===== src/rtl/slow_peripheral_mailbox_pkg.sv =====
// -----------------------------------------------------------------------------
// slow_peripheral_mailbox_pkg
//   Shared definitions for the slow peripheral mailbox:
//   - register word addresses
//   - STATUS / CONTROL bit positions
//   - read pipeline latency
//   - FIFO entry layout {eop, data}
// -----------------------------------------------------------------------------
package slow_peripheral_mailbox_pkg;

    // Register word addresses
    localparam logic [2:0] ADDR_TXDATA     = 3'd0;
    localparam logic [2:0] ADDR_TXDATA_EOP = 3'd1;
    localparam logic [2:0] ADDR_RXDATA     = 3'd2;
    localparam logic [2:0] ADDR_STATUS     = 3'd3;
    localparam logic [2:0] ADDR_CONTROL    = 3'd4;

    // STATUS bit positions
    localparam int STATUS_TX_LEVEL_LSB = 0;
    localparam int STATUS_RX_LEVEL_LSB = 8;
    localparam int STATUS_TX_FULL      = 16;
    localparam int STATUS_RX_EMPTY     = 17;
    localparam int STATUS_TX_OVERFLOW  = 18;
    localparam int STATUS_RX_UNDERFLOW = 19;

    // CONTROL bit positions
    localparam int CTRL_RX_IRQ_EN     = 0;
    localparam int CTRL_TX_BLOCK      = 1;
    localparam int CTRL_THRESHOLD_LSB = 8;
    localparam int CTRL_THRESHOLD_MSB = 15;

    // Accept-to-readdatavalid latency in clock cycles
    localparam int READ_LATENCY = 2;

    // One FIFO slot: a 32-bit word tagged with its end-of-packet flag
    typedef struct packed {
        logic        eop;
        logic [31:0] data;
    } fifo_entry_t;

    localparam int ENTRY_W = $bits(fifo_entry_t);

    // One stage of the read response pipeline
    typedef struct packed {
        logic        valid;
        logic        eop;
        logic [31:0] data;
    } rd_resp_t;

endpackage


===== src/rtl/slow_peripheral_sync_fifo.sv =====
// -----------------------------------------------------------------------------
// slow_peripheral_sync_fifo
//   Single-clock show-ahead FIFO. The head entry is always presented on
//   head_data; push is ignored when full, pop is ignored when empty. Full and
//   empty come from the registered level, so a pop in the same cycle never
//   makes room for a push into a full FIFO.
//
// Ports:
//   clk, reset        clock, synchronous active-high reset
//   push, push_data   write request and entry
//   pop               remove the head entry
//   head_data         current head entry (stale when empty)
//   full, empty       registered-level flags
//   level             number of stored entries (0..DEPTH)
// -----------------------------------------------------------------------------
module slow_peripheral_sync_fifo #(
    parameter  int WIDTH   = 33,
    parameter  int DEPTH   = 16,
    localparam int LEVEL_W = $clog2(DEPTH) + 1,
    localparam int PTR_W   = $clog2(DEPTH)
) (
    input  logic               clk,
    input  logic               reset,
    input  logic               push,
    input  logic [WIDTH-1:0]   push_data,
    input  logic               pop,
    output logic [WIDTH-1:0]   head_data,
    output logic               full,
    output logic               empty,
    output logic [LEVEL_W-1:0] level
);

    logic [WIDTH-1:0] mem [DEPTH];
    logic [PTR_W-1:0] wr_ptr;
    logic [PTR_W-1:0] rd_ptr;
    logic             do_push;
    logic             do_pop;

    assign full      = (level == LEVEL_W'(DEPTH));
    assign empty     = (level == '0);
    assign do_push   = push & ~full;
    assign do_pop    = pop & ~empty;
    assign head_data = mem[rd_ptr];

    // NOTE: sequential state uses non-blocking assignments so every flop
    // samples the pre-edge values, independent of statement order.
    always_ff @(posedge clk) begin
        if (reset) begin
            wr_ptr <= '0;
            rd_ptr <= '0;
            level  <= '0;
        end else begin
            // DEPTH is a power of two, so pointers wrap naturally
            if (do_push) wr_ptr <= wr_ptr + PTR_W'(1);
            if (do_pop)  rd_ptr <= rd_ptr + PTR_W'(1);
            level <= level + LEVEL_W'(do_push) - LEVEL_W'(do_pop);
        end
    end

    // NOTE: the storage array has no reset; validity is tracked by level and
    // pointers alone, which lets the array map onto plain RAM.
    always_ff @(posedge clk) begin
        if (do_push) mem[wr_ptr] <= push_data;
    end

endmodule


===== src/rtl/slow_peripheral_mailbox.sv =====
// -----------------------------------------------------------------------------
// slow_peripheral_mailbox
//   Avalon-MM pipelined slave holding a TX packet FIFO (CPU writes -> local
//   stream) and an RX packet FIFO (local stream -> CPU reads), with level
//   status, sticky error flags and an RX threshold interrupt. Reads have a
//   fixed latency of READ_LATENCY cycles; only TX pushes ever stall.
//
// Ports:
//   clk, reset                    bridge master clock, sync active-high reset
//   address/read/write            Avalon command (word address)
//   byteenable/writedata          write lanes (lanes used on CONTROL only)
//   waitrequest                   stalls TX pushes into a full FIFO (tx_block)
//   readdata/readdatavalid        read response, zero when not valid
//   endofpacket                   EOP tag for RXDATA responses
//   irq                           registered RX threshold interrupt
//   tx_data/tx_eop/tx_valid/tx_ready  TX stream out (show-ahead)
//   rx_data/rx_eop/rx_valid/rx_ready  RX stream in
// -----------------------------------------------------------------------------
module slow_peripheral_mailbox
    import slow_peripheral_mailbox_pkg::*;
#(
    parameter  int DEPTH   = 16,
    localparam int LEVEL_W = $clog2(DEPTH) + 1
) (
    input  logic        clk,
    input  logic        reset,
    input  logic [2:0]  address,
    input  logic        read,
    input  logic        write,
    input  logic [3:0]  byteenable,
    input  logic [31:0] writedata,
    output logic        waitrequest,
    output logic [31:0] readdata,
    output logic        readdatavalid,
    output logic        endofpacket,
    output logic        irq,
    output logic [31:0] tx_data,
    output logic        tx_eop,
    output logic        tx_valid,
    input  logic        tx_ready,
    input  logic [31:0] rx_data,
    input  logic        rx_eop,
    input  logic        rx_valid,
    output logic        rx_ready
);

    fifo_entry_t        tx_head;
    fifo_entry_t        rx_head;
    fifo_entry_t        tx_push_entry;
    fifo_entry_t        rx_push_entry;
    logic               tx_full, tx_empty, rx_full, rx_empty;
    logic [LEVEL_W-1:0] tx_level, rx_level;

    logic               rx_irq_en;
    logic               tx_block;
    logic [7:0]         rx_threshold;
    logic               tx_overflow;
    logic               rx_underflow;

    logic               is_tx_addr;
    logic               wr_accept, rd_accept;
    logic               tx_push_req, tx_drop, tx_pop;
    logic               rx_pop_req, rx_pop_empty, rx_push;
    logic               status_w1c, control_wr;

    logic [31:0]        status_word;
    logic [31:0]        control_word;
    rd_resp_t           rd_head;
    rd_resp_t           rd_pipe [READ_LATENCY];

    // Only the low two byte lanes carry CONTROL fields
    logic               unused_lanes;
    assign unused_lanes = &{1'b0, byteenable[3:2]};

    // ------------------------------------------------------------------
    // Command decode
    // ------------------------------------------------------------------
    assign is_tx_addr  = (address == ADDR_TXDATA) || (address == ADDR_TXDATA_EOP);
    assign waitrequest = write & is_tx_addr & tx_full & tx_block;
    assign wr_accept   = write & ~waitrequest;
    assign rd_accept   = read & ~waitrequest;

    assign tx_push_req  = wr_accept & is_tx_addr;
    // Registered full: a same-cycle stream pop does not rescue the word
    assign tx_drop      = tx_push_req & tx_full;
    assign tx_pop       = tx_valid & tx_ready;

    assign rx_pop_req   = rd_accept & (address == ADDR_RXDATA);
    assign rx_pop_empty = rx_pop_req & rx_empty;
    assign rx_push      = rx_valid & rx_ready;

    assign status_w1c   = wr_accept & (address == ADDR_STATUS);
    assign control_wr   = wr_accept & (address == ADDR_CONTROL);

    assign tx_push_entry = '{eop: (address == ADDR_TXDATA_EOP), data: writedata};
    assign rx_push_entry = '{eop: rx_eop, data: rx_data};

    // ------------------------------------------------------------------
    // FIFOs
    // ------------------------------------------------------------------
    slow_peripheral_sync_fifo #(
        .WIDTH (ENTRY_W),
        .DEPTH (DEPTH)
    ) u_tx_fifo (
        .clk       (clk),
        .reset     (reset),
        .push      (tx_push_req),
        .push_data (tx_push_entry),
        .pop       (tx_pop),
        .head_data (tx_head),
        .full      (tx_full),
        .empty     (tx_empty),
        .level     (tx_level)
    );

    slow_peripheral_sync_fifo #(
        .WIDTH (ENTRY_W),
        .DEPTH (DEPTH)
    ) u_rx_fifo (
        .clk       (clk),
        .reset     (reset),
        .push      (rx_push),
        .push_data (rx_push_entry),
        .pop       (rx_pop_req),
        .head_data (rx_head),
        .full      (rx_full),
        .empty     (rx_empty),
        .level     (rx_level)
    );

    assign tx_valid = ~tx_empty;
    assign tx_data  = tx_head.data;
    assign tx_eop   = tx_head.eop;
    assign rx_ready = ~rx_full;

    // ------------------------------------------------------------------
    // Register read values
    // ------------------------------------------------------------------
    // NOTE: every always_comb output gets a default first so no path can
    // leave it unassigned and infer a latch.
    always_comb begin
        status_word = '0;
        status_word[STATUS_TX_LEVEL_LSB +: 8] = 8'(tx_level);
        status_word[STATUS_RX_LEVEL_LSB +: 8] = 8'(rx_level);
        status_word[STATUS_TX_FULL]           = tx_full;
        status_word[STATUS_RX_EMPTY]          = rx_empty;
        status_word[STATUS_TX_OVERFLOW]       = tx_overflow;
        status_word[STATUS_RX_UNDERFLOW]      = rx_underflow;

        control_word = '0;
        control_word[CTRL_RX_IRQ_EN]                          = rx_irq_en;
        control_word[CTRL_TX_BLOCK]                           = tx_block;
        control_word[CTRL_THRESHOLD_MSB:CTRL_THRESHOLD_LSB]   = rx_threshold;
    end

    // Response captured at accept; RXDATA samples the show-ahead head in the
    // same cycle the pop is issued. Non-accepted cycles carry all zeros.
    always_comb begin
        rd_head = '0;
        if (rd_accept) begin
            rd_head.valid = 1'b1;
            case (address)
                ADDR_RXDATA: begin
                    if (!rx_empty) begin
                        rd_head.data = rx_head.data;
                        rd_head.eop  = rx_head.eop;
                    end
                end
                ADDR_STATUS:  rd_head.data = status_word;
                ADDR_CONTROL: rd_head.data = control_word;
                default:      rd_head.data = '0;
            endcase
        end
    end

    // ------------------------------------------------------------------
    // Fixed-latency read pipeline; reset flushes in-flight responses
    // ------------------------------------------------------------------
    always_ff @(posedge clk) begin
        if (reset) begin
            for (int i = 0; i < READ_LATENCY; i++) rd_pipe[i] <= '0;
        end else begin
            rd_pipe[0] <= rd_head;
            for (int i = 1; i < READ_LATENCY; i++) rd_pipe[i] <= rd_pipe[i-1];
        end
    end

    assign readdatavalid = rd_pipe[READ_LATENCY-1].valid;
    assign readdata      = rd_pipe[READ_LATENCY-1].data;
    assign endofpacket   = rd_pipe[READ_LATENCY-1].eop;

    // ------------------------------------------------------------------
    // CONTROL, sticky flags, interrupt
    // ------------------------------------------------------------------
    always_ff @(posedge clk) begin
        if (reset) begin
            rx_irq_en    <= 1'b0;
            tx_block     <= 1'b0;
            rx_threshold <= '0;
            tx_overflow  <= 1'b0;
            rx_underflow <= 1'b0;
            irq          <= 1'b0;
        end else begin
            if (control_wr && byteenable[0]) begin
                rx_irq_en <= writedata[CTRL_RX_IRQ_EN];
                tx_block  <= writedata[CTRL_TX_BLOCK];
            end
            if (control_wr && byteenable[1])
                rx_threshold <= writedata[CTRL_THRESHOLD_MSB:CTRL_THRESHOLD_LSB];

            // A new error event takes priority over a simultaneous clear
            if (tx_drop)
                tx_overflow <= 1'b1;
            else if (status_w1c && writedata[STATUS_TX_OVERFLOW])
                tx_overflow <= 1'b0;

            if (rx_pop_empty)
                rx_underflow <= 1'b1;
            else if (status_w1c && writedata[STATUS_RX_UNDERFLOW])
                rx_underflow <= 1'b0;

            irq <= rx_irq_en && (rx_threshold != 8'd0) && (8'(rx_level) >= rx_threshold);
        end
    end

endmodule


===== config.mk =====
export PLATFORM = sky130hd
export DESIGN_NAME = slow_peripheral_mailbox
export DESIGN_NICKNAME = d
export VERILOG_FILES = /design/src/rtl/slow_peripheral_mailbox_pkg.sv /design/src/rtl/slow_peripheral_sync_fifo.sv /design/src/rtl/slow_peripheral_mailbox.sv
export SDC_FILE = /design/constraint.sdc
export NUM_CORES = 1
export LEC_CHECK = 0
export CORE_ASPECT_RATIO = 0.7
export CORE_UTILIZATION = 30
export DETAILED_ROUTE_END_ITERATION = 16
export GPL_ROUTABILITY_DRIVEN = 0
export GPL_TIMING_DRIVEN = 0
export SLEW_MARGIN = 25
export SYNTH_ARGS = -nofsm -noshare
export SYNTH_HDL_FRONTEND = slang
export SYNTH_SLANG_ARGS = --single-unit

===== constraint.sdc =====
create_clock -name clk -period 12.49 [get_ports clk]
set_input_delay 1.249 -clock clk [delete_from_list [all_inputs] [get_ports clk]]
set_output_delay 1.249 -clock clk [all_outputs]
set_load 0.005 [all_outputs]

; After elaboration in Yosys (flattened, before gate mapping)
; Memories as Yosys holds them, arrays and structs flattened. A register that Yosys moved wholly into a read port is not among the register bits.
; Cells that the tools add are included.
[word_totals]
reg_bits = 39
latchBits = 0
ram_bits = 1124
romBits = 0
inputBits = 78
output_inout_bits = 71
wordCells = 88
memories = 3
[mem_list]
columns = name, depth, word_bits, rd, rd_ports_with_merged_regs, wr, line_no
row1 = u_rx_fifo.mem, 16, 33, 1, 1, 1, slow_peripheral_sync_fifo.sv:33  ; logic [WIDTH-1:0] mem [DEPTH];
row2 = u_tx_fifo.mem, 16, 33, 1, 1, 1, slow_peripheral_sync_fifo.sv:33
row3 = rd_pipe, 2, 34, 2, 0, 2, slow_peripheral_mailbox.sv:69  ; rd_resp_t rd_pipe [READ_LATENCY];
[op_classes]
n_addsub = 8
n_mul = 0
div = 0
n_lt_le_gt_ge = 1
eq_ne = 6
shifts = 0
n_mux = 21
n_bitwise = 24
reduce_logical = 13
[op_table]
columns = operator, n
row1 = 34-bit 2-to-1 mux, 3
row2 = 32-bit one-hot mux with 3 select lines, 1
row3 = 33-bit 2-to-1 mux, 1
row4 = 1-bit AND, 17
row5 = 4-bit by 1-bit adder with 4-bit output (second input constant), 4
row6 = 4-bit 2-to-1 mux, 4
row7 = 1-bit 2-to-1 mux, 12
row8 = 5-bit by 1-bit adder with 5-bit output, 2
row9 = 5-bit == test (second input constant), 2
row10 = 5-bit logical NOT, 2
row11 = 5-bit by 1-bit subtractor with 5-bit output, 2
row12 = 5-bit by 8-bit >= comparator with 1-bit output, 1
row13 = 8-bit nonzero test, 1
row14 = 3-bit by 2-bit == test with 1-bit output (second input constant), 2
row15 = 1-bit logical AND, 6
row16 = 1-bit NOT, 5
row17 = 2-bit nonzero test, 2
row18 = 3-bit by 1-bit == test with 1-bit output (second input constant), 1
row19 = 3-bit == test (second input constant), 1
row20 = 3-bit logical NOT, 1
row21 = 1-bit bitwise OR, 2
row22 = 1-bit logical OR, 1

; Longest topological paths before layout
; Gate-level depths: netlist of run 1.
[depth]
word_depth = 11
depth_mapped = 15
depth_no_buf = 15

; Hierarchy
; A second synthesis of run 1 with hierarchy kept.
[hier_totals]
hier_cells = 2123
area_unflattened_um2 = 44547.7
[modules_own_cells]
columns = mod, n_inst, cells_each, area_each_um2, seq_area_each_um2
row1 = slow_peripheral_sync_fifo at u_rx_fifo, 1, 916, 20779.9, 16195.5
row2 = slow_peripheral_sync_fifo at u_tx_fifo, 1, 916, 20777.4, 16195.5
row3 = slow_peripheral_mailbox, 1, 291, 2990.4, 1621.6

; Worst setup path after synthesis of run 1
; OpenSTA, ideal clock, no wires.
[synth_path]
path_type = input to register
startpoint = in address[1]
endpoint = mem u_tx_fifo.mem[11][0], enable pin
setup_ns = 0.464
arrival_time_ns = 4.349
required_time_ns = 12.026
slack_ns = 7.677
path_stages = 5
path_buffers = 1
path_cell_list = nor3b_1 -> nor2b_1 -> clkbuf_1 -> nand2_1 -> nor3_1
[synth_via]
elab_chain_cells = 11
elab_cells_between_ends = 12
cone_classes = eq/ne (1) / mux (2) / bitwise (7) / reduce/logical (2)
[synth_lines]
columns = element, line_no
row1 = start: declaration, slow_peripheral_mailbox.sv:27  ; input logic [2:0] address,
row2 = 3-bit by 1-bit == test with 1-bit output / 3-bit logical NOT (equally long branches), slow_peripheral_mailbox.sv:78  ; assign is_tx_addr = (address == ADDR_TXDATA) || (address == ADDR_TXDATA_EOP);
row3 = 1-bit logical OR *, slow_peripheral_mailbox.sv:78
row4 = 1-bit AND (3 in series), slow_peripheral_mailbox.sv:79  ; assign waitrequest = write & is_tx_addr & tx_full & tx_block;
row5 = 1-bit NOT, slow_peripheral_mailbox.sv:80  ; assign wr_accept = write & ~waitrequest;
row6 = 1-bit AND, slow_peripheral_mailbox.sv:80
row7 = 1-bit AND *, slow_peripheral_mailbox.sv:83  ; assign tx_push_req = wr_accept & is_tx_addr;
row8 = 1-bit AND *, slow_peripheral_sync_fifo.sv:41  ; assign do_push = push & ~full;
row9 = 1-bit 2-to-1 mux *, slow_peripheral_sync_fifo.sv:63  ; if (do_push) mem[wr_ptr] <= push_data;
row10 = 1-bit 2-to-1 mux (implied by the code) *, slow_peripheral_sync_fifo.sv:63
row11 = end: declaration, slow_peripheral_sync_fifo.sv:33
; Every way passes the cells marked *; elsewhere a longest branch is shown, timed or not.

==> impl_metrics.tcl, run 1 <==
set metrics [dict create \
    grt-ovfl-total 0 \
    finalMaxSlewViolations 0 \
    dp.cells 4182 \
    power_density_mw_per_mm2 170.8 \
    hold_viol 0 \
    holdCritPathClass "reg -> reg" \
    num-nets-final 2442 \
    grt_max_degree 34 \
    rows 117 \
    path_class "reg -> out" \
    cts_hold_buffers 0 \
    cts_buffer_depth 3 \
    whs_ps 434.8 \
    p_int_mw 7.020 \
    post_cts_resized 0 \
    worstPathArrival_ps 4130 \
    ir_drop_mv 0.1301 \
    avgSynthCellArea_um2 22.24 \
    tightest_slew_ps 1093 \
    grt_use_total_pct 14.47 \
    dr.pass1.iters 5 \
    post-cts-setup-buffers 0 \
    die_area_mm2 0.1489 \
    io_buffer_count 145 \
    min_period_ps 5379 \
    final-setup-viol-count 0 \
    pwr-share-comb_pct 13.4 \
    syn_area_mm2 0.04421 \
    worst_ep_required_time_ps 11240 \
    ys_ff_latch 1171 \
    synth-async-reset-ratio_pct 0 \
    utilization_pct 36.66 \
    htree_num_levels 3 \
    antenna_found_initial 11 \
    cp-start-kind "register" \
    synthesis.nets 2094 \
    p_clk_share_pct 38.5 \
    slew_headroom_pct 27.10 \
    syn_inst 1988 \
    final-instance-count-excl-fill 4402 \
    core-area_mm2 0.1458 \
    synthDistinctLibCells 43 \
    clock-sinks 1171 \
    synth_seq_area_share_pct 76.93 \
    die_y_um 323.2 \
    routed_via_density 4.824 \
    ios 149 \
    status "finished, final reports clean" \
    power_frac_seq_pct 48.1 \
    area_growth_pct 20.89 \
    rsz0062_at_grt "no" \
    dpl.hpwl_um 72970 \
    vias 21237 \
    timing.final.crit_share_pct 43.07 \
    crit_fanout 10 \
    cp-end-kind "output port" \
    switching_share_pct 23.11 \
    tns_ps 0 \
    initial_utilization_pct 30.32 \
    final.setup_skew_ps 34.55 \
    route.detailed.drc 0 \
    grt_pass1_vias 22065 \
    fillCellCount 13158 \
    cts_buffers 115 \
    die_x_um 460.8 \
    r2r_setup_slack_ps 8870 \
    drtAntennaViolNets 0 \
    grt_pass1_wl_um 154800 \
    avgRoutedWirePerCell_um 24.71 \
    drt-total-wl_um 108800 \
    path_clk_slew_ps 60 \
    synth_edf_count 1056 \
    insertion_delay_ps 710 \
    yosys_warnings 0 \
    cts_tree "yes" \
    synth-main-ff-cell "edfxtp_1" \
    leakagePower_nw 16.61 \
    clockRootBuffer "clkbuf_16" \
    maxCapViolations 0 \
    drt_iter0_markers 2279 \
    clock.fmax_mhz 185.9 \
    drive_gt1_share_pct 28.17 \
    switchingPower_mw 2.111 \
]
synthesized netlist by cell type, types with 5 or more instances:
cell type  count  share of area, %
buf_2         22              0.25
nand3_1       17              0.19
buf_6          6              0.15
ha_1          26              0.74
a222oi_1       7              0.16
inv_1         27              0.23
nand2_1       30              0.25
a22oi_1       16              0.27
and2_1        28              0.40
xor2_1        12              0.24
nor2b_1       43              0.61
dfxtp_1      115               5.2
a31oi_1        9              0.13
o21ai_0        7             0.079
mux2_2         9              0.23
buf_1         15              0.13
nor2_1        59              0.50
mux2i_1       14              0.32
buf_4         41              0.70
a32o_1         8              0.18
a21oi_1       13              0.15
nand2b_1       5             0.071
edfxtp_1    1056                72
xnor2_1        5             0.099
clkbuf_1      46              0.39
nor3b_1        5             0.085
mux4_2       313                16
nor3_1        11              0.12
layer usage:
| layer | share of wire [%] | vias up | GRT usage, % | wire length [um] |
|---|---|---|---|---|
| li1 | - | 8918 | - | - |
| met1 | 42 | 11419 | 19.56 | 46140 |
| met2 | 49 | 745 | 23.74 | 53330 |
| met3 | 6.4 | 141 | 2.654 | 6984 |
| met4 | 2.1 | 14 | 4.304 | 2233 |
| met5 | 0.078 | - | 0 | 85 |
metrics by stage:
stage               power (mW)  area [um2]  worst slack [ps]
finish                   9.131       53450              7111
global route             9.434       53450              6994
CTS                      9.215       53430              7086
detailed placement       5.717       49560              7645
global placement         5.680       48120              3685
floorplan                5.219       44210              7677
final timing paths:
| check | cells past startpoint | endpoint | startpoint |
|---|---|---|---|
| worst max-delay path | 6 | tx_data[18] | register |
| worst min-delay path | 1 | rd_pipe[0][51] | rd_pipe[0][17] |
| worst max register to register | 15 | u_rx_fifo.level[4] | u_rx_fifo.level[2] |
| worst min register to register | 1 | rd_pipe[0][51] | rd_pipe[0][17] |
cell type report:
class                      count  area (um2)  share of cell area, %
antenna                        4       10.01                0.01873
multi-input combinational    660        9573                  17.91
buffer                       130       720.7                  1.348
clock buffer                 146        3077                  5.757
tap                         1963        2456                  4.596
sequential                  1171       34010                  63.64
clock inverter                70       790.8                  1.480
inverter                      27       101.3                 0.1896
timing repair buffer         231        2704                  5.059
cells by family (layout without fill, tap and decap cells):
| logic type | after synthesis | count (layout) | synth area share (%) |
|---|---|---|---|
| AO/OA/AOI/OAI | 66 | 66 | 1.064 |
| buffers and inverters | 157 | 604 | 1.845 |
| XOR/XNOR | 17 | 17 | 0.3368 |
| adder cells (fa/ha/maj) | 28 | 28 | 0.8264 |
| multiplexers | 336 | 336 | 16.49 |
| other | 0 | 4 | 0 |
| AND/OR/NAND/NOR | 213 | 213 | 2.505 |
| flip-flops | 1171 | 1171 | 76.93 |
worst max-delay path: stages (launching register included):
cell,delay (ps)
dfxtp_1,310
clkbuf_1,370
clkbuf_1,550
clkbuf_1,810
mux4_2,430
mux4_2,490
clkdlybuf4s50_1,480
cell usage in the layout (no fill, tap or decap), types with 5 or more instances in the layout:
cell                n
buf_16             18
clkinv_1           22
buf_12             17
clkdlybuf4s50_1   145
a21oi_1            13
mux2i_1            14
nor3_2              9
nand2_1            30
ha_1               26
nand3_1            17
a22oi_1            16
nand2b_1            5
bufinv_16          15
dfxtp_1           115
buf_2              23
nor2b_1            43
and2_1             20
nor2_1             43
a32o_1              8
buf_4              84
clkinv_2           23
inv_1              27
edfxtp_1         1056
xor2_1             12
buf_1              14
o21ai_0             7
a31oi_1             9
and2_4              8
mux2_2              9
clkbuf_16         117
a222oi_1            7
clkbuf_1           67
nor2_4             16
mux4_2            313
xnor2_1             5
buf_6              13
flip-flops by register name (all words and copies together) (netlist names), named ones only:
register,flops
rx_irq_en,1
u_tx_fifo.wr_ptr,4
u_rx_fifo.rd_ptr,4
tx_block,1
rx_underflow,1
u_rx_fifo.wr_ptr,4
u_rx_fifo.level,5
u_tx_fifo.level,5
u_tx_fifo.mem,528
irq,1
u_tx_fifo.rd_ptr,4
tx_overflow,1
rd_pipe,68
rx_threshold,8
u_rx_fifo.mem,528
power by group through the flow:
stage	Sequential, mW	Combinational [mW]	Clock [mW]
after CTS	4.39	1.25	3.57
after floorplan	4.46	0.755	0
after global placement	4.48	1.20	0
after detailed placement	4.47	1.24	0
after global routing	4.40	1.31	3.73
final	4.39	1.22	3.52
Note: power is estimated with default switching activity, not from simulation.
==> inputs of run 2 (changes only) <==
==> constraint.sdc (replaced) <==
create_clock -name clk -period 4.3 [get_ports clk]
set_input_delay 0.43 -clock clk [delete_from_list [all_inputs] [get_ports clk]]
set_output_delay 0.43 -clock clk [all_outputs]
set_load 0.005 [all_outputs]
==> run 2 against run 1 <==
Compared with the run above:
- clock-buffer cell count did not move
- clock skew grew 1.4 ps
- worst hold slack gained 0.56 ps
- highest routed layer unchanged
- largest power group unchanged
==> impl_metrics.tcl, run 2 (synthesis results as in run 1) <==
set metrics [dict create \
    grt_pass1_wl_um 154900 \
    vias 21308 \
    clockRootBuffer "clkbuf_16" \
    drtAntennaViolNets 0 \
    met2_length_um 53050 \
    insertion_delay_ps 710 \
    die_area_mm2 0.1489 \
    fillCellCount 13160 \
    path_clk_slew_ps 60 \
    tightest_slew_ps 1103 \
    hold_viol 0 \
    clock-sinks 1171 \
    worstPathArrival_ps 3740 \
    maxCapViolations 0 \
    route.detailed.drc 0 \
    wl_met1_um 45990 \
    ios 149 \
    clock.fmax_mhz 239.8 \
    core-area_mm2 0.1458 \
    initial_utilization_pct 30.32 \
    holdCritPathClass "reg -> reg" \
    post-cts-setup-buffers 0 \
    grt_max_degree 34 \
    cts_hold_buffers 0 \
    r2r_setup_slack_ps 650 \
    path_class "reg -> out" \
    final_common_cell "edfxtp_1" \
    post_cts_resized 9 \
    slew_headroom_pct 26.45 \
    finalMaxSlewViolations 0 \
    top_regs "u_rx_fifo.mem (528), u_tx_fifo.mem (528), rd_pipe (68)" \
    ir_drop_mv 0.3770 \
    grt-ovfl-total 0 \
    drive_gt1_share_pct 28.54 \
    cts_buffers 115 \
    antenna_found_initial 11 \
    tns_ps 0 \
    cp-start-kind "register" \
    rows 117 \
    whs_ps 435.4 \
    cts_buffer_depth 3 \
    multi_input_comb_area_mm2 0.009573 \
    crit_fanout 10 \
    io_buffer_count 145 \
    dr.pass1.iters 5 \
    dr.max_layer_used "met5" \
    final-setup-viol-count 0 \
    grt_use_total_pct 14.47 \
    drt_iter0_markers 2309 \
    timing.final.crit_share_pct 96.97 \
    cts_tree "yes" \
    die_y_um 323.2 \
    avgRoutedWirePerCell_um 24.67 \
    power_density_mw_per_mm2 495.9 \
    cp-end-kind "output port" \
    dpl.hpwl_um 72970 \
    min_period_ps 4170 \
    routed_via_density 4.841 \
    drt-total-wl_um 108600 \
    grt_pass1_vias 22066 \
    worst_ep_required_time_ps 3870 \
    wl_met3_um 7159 \
    final.setup_skew_ps 35.92 \
    area_growth_pct 20.91 \
    seqCellArea_mm2 0.03401 \
    die_x_um 460.8 \
    htree_num_levels 3 \
    rsz0062_at_grt "no" \
    num-nets-final 2442 \
    layout_common_cells "1,056 x edfxtp_1, 313 x mux4_2, 145 x clkdlybuf4s50_1, 117 x clkbuf_16, 115 x dfxtp_1" \
    status "finished, final reports clean" \
    leakagePower_nw 16.64 \
]
run 2: cell types whose count changed in the layout (fill, tap and decap cells not counted):
| cell | before | now |
|---|---|---|
| clkbuf_1 | 67 | 60 |
| clkbuf_2 | 4 | 11 |
| buf_1 | 14 | 12 |
| buf_2 | 23 | 25 |
run 2: final timing paths:
path / startpoint / end / cells after the start
hold / removal: rd_pipe[0][17] / rd_pipe[0][51] / 1
setup / recovery: register / tx_data[12] / 6
setup reg to reg: u_rx_fifo.level[2] / u_rx_fifo.level[4] / 15
hold reg to reg: rd_pipe[0][17] / rd_pipe[0][51] / 1
run 2: where the power goes:
group	switching [mW]	leakage (nW)	total, mW	internal (mW)
logic	1.78	4.30	3.56	1.78
clock network	4.23	1.89	10.2	5.97
registers	0.109	10.5	12.8	12.6
run 2: per-stage QoR:
step                power, mW  utilization (%)  setup slack [ps]  area [um2]  std cells
global route            27.40            36.66             12.92       53460       4402
finish                  26.51            36.66             130.3       53460       4402
global placement        16.50            33.00             -3774       48120       4096
floorplan               15.16                -             253.2       44210       1988
detailed placement      16.60            33.99             273.6       49560       4182
CTS                     26.77            36.65             51.27       53440       4398
run 2: layout make-up:
| class | instances | share of cell area, % |
|---|---|---|
| Sequential cell | 1171 | 63.63 |
| Multi-Input combinational cell | 660 | 17.91 |
| Clock buffer | 146 | 5.756 |
| Timing Repair Buffer | 231 | 5.058 |
| Tap cell | 1963 | 4.595 |
| Clock inverter | 70 | 1.479 |
| Buffer | 130 | 1.369 |
| Inverter | 27 | 0.1896 |
| Antenna cell | 4 | 0.01872 |
run 2: layer usage:
| layer | track usage, % | vias up |
|---|---|---|
| met5 | 0 | - |
| met4 | 4.304 | 14 |
| met3 | 2.654 | 145 |
| met2 | 23.73 | 765 |
| met1 | 19.59 | 11466 |
| li1 | - | 8918 |
run 2: worst max-delay path, stage by stage (launching register included):
cell and delay (ps):
dfxtp_1 310, clkbuf_1 350, buf_4 310, buf_2 440, mux4_2 590, mux4_2 570
clkdlybuf4s50_1 490
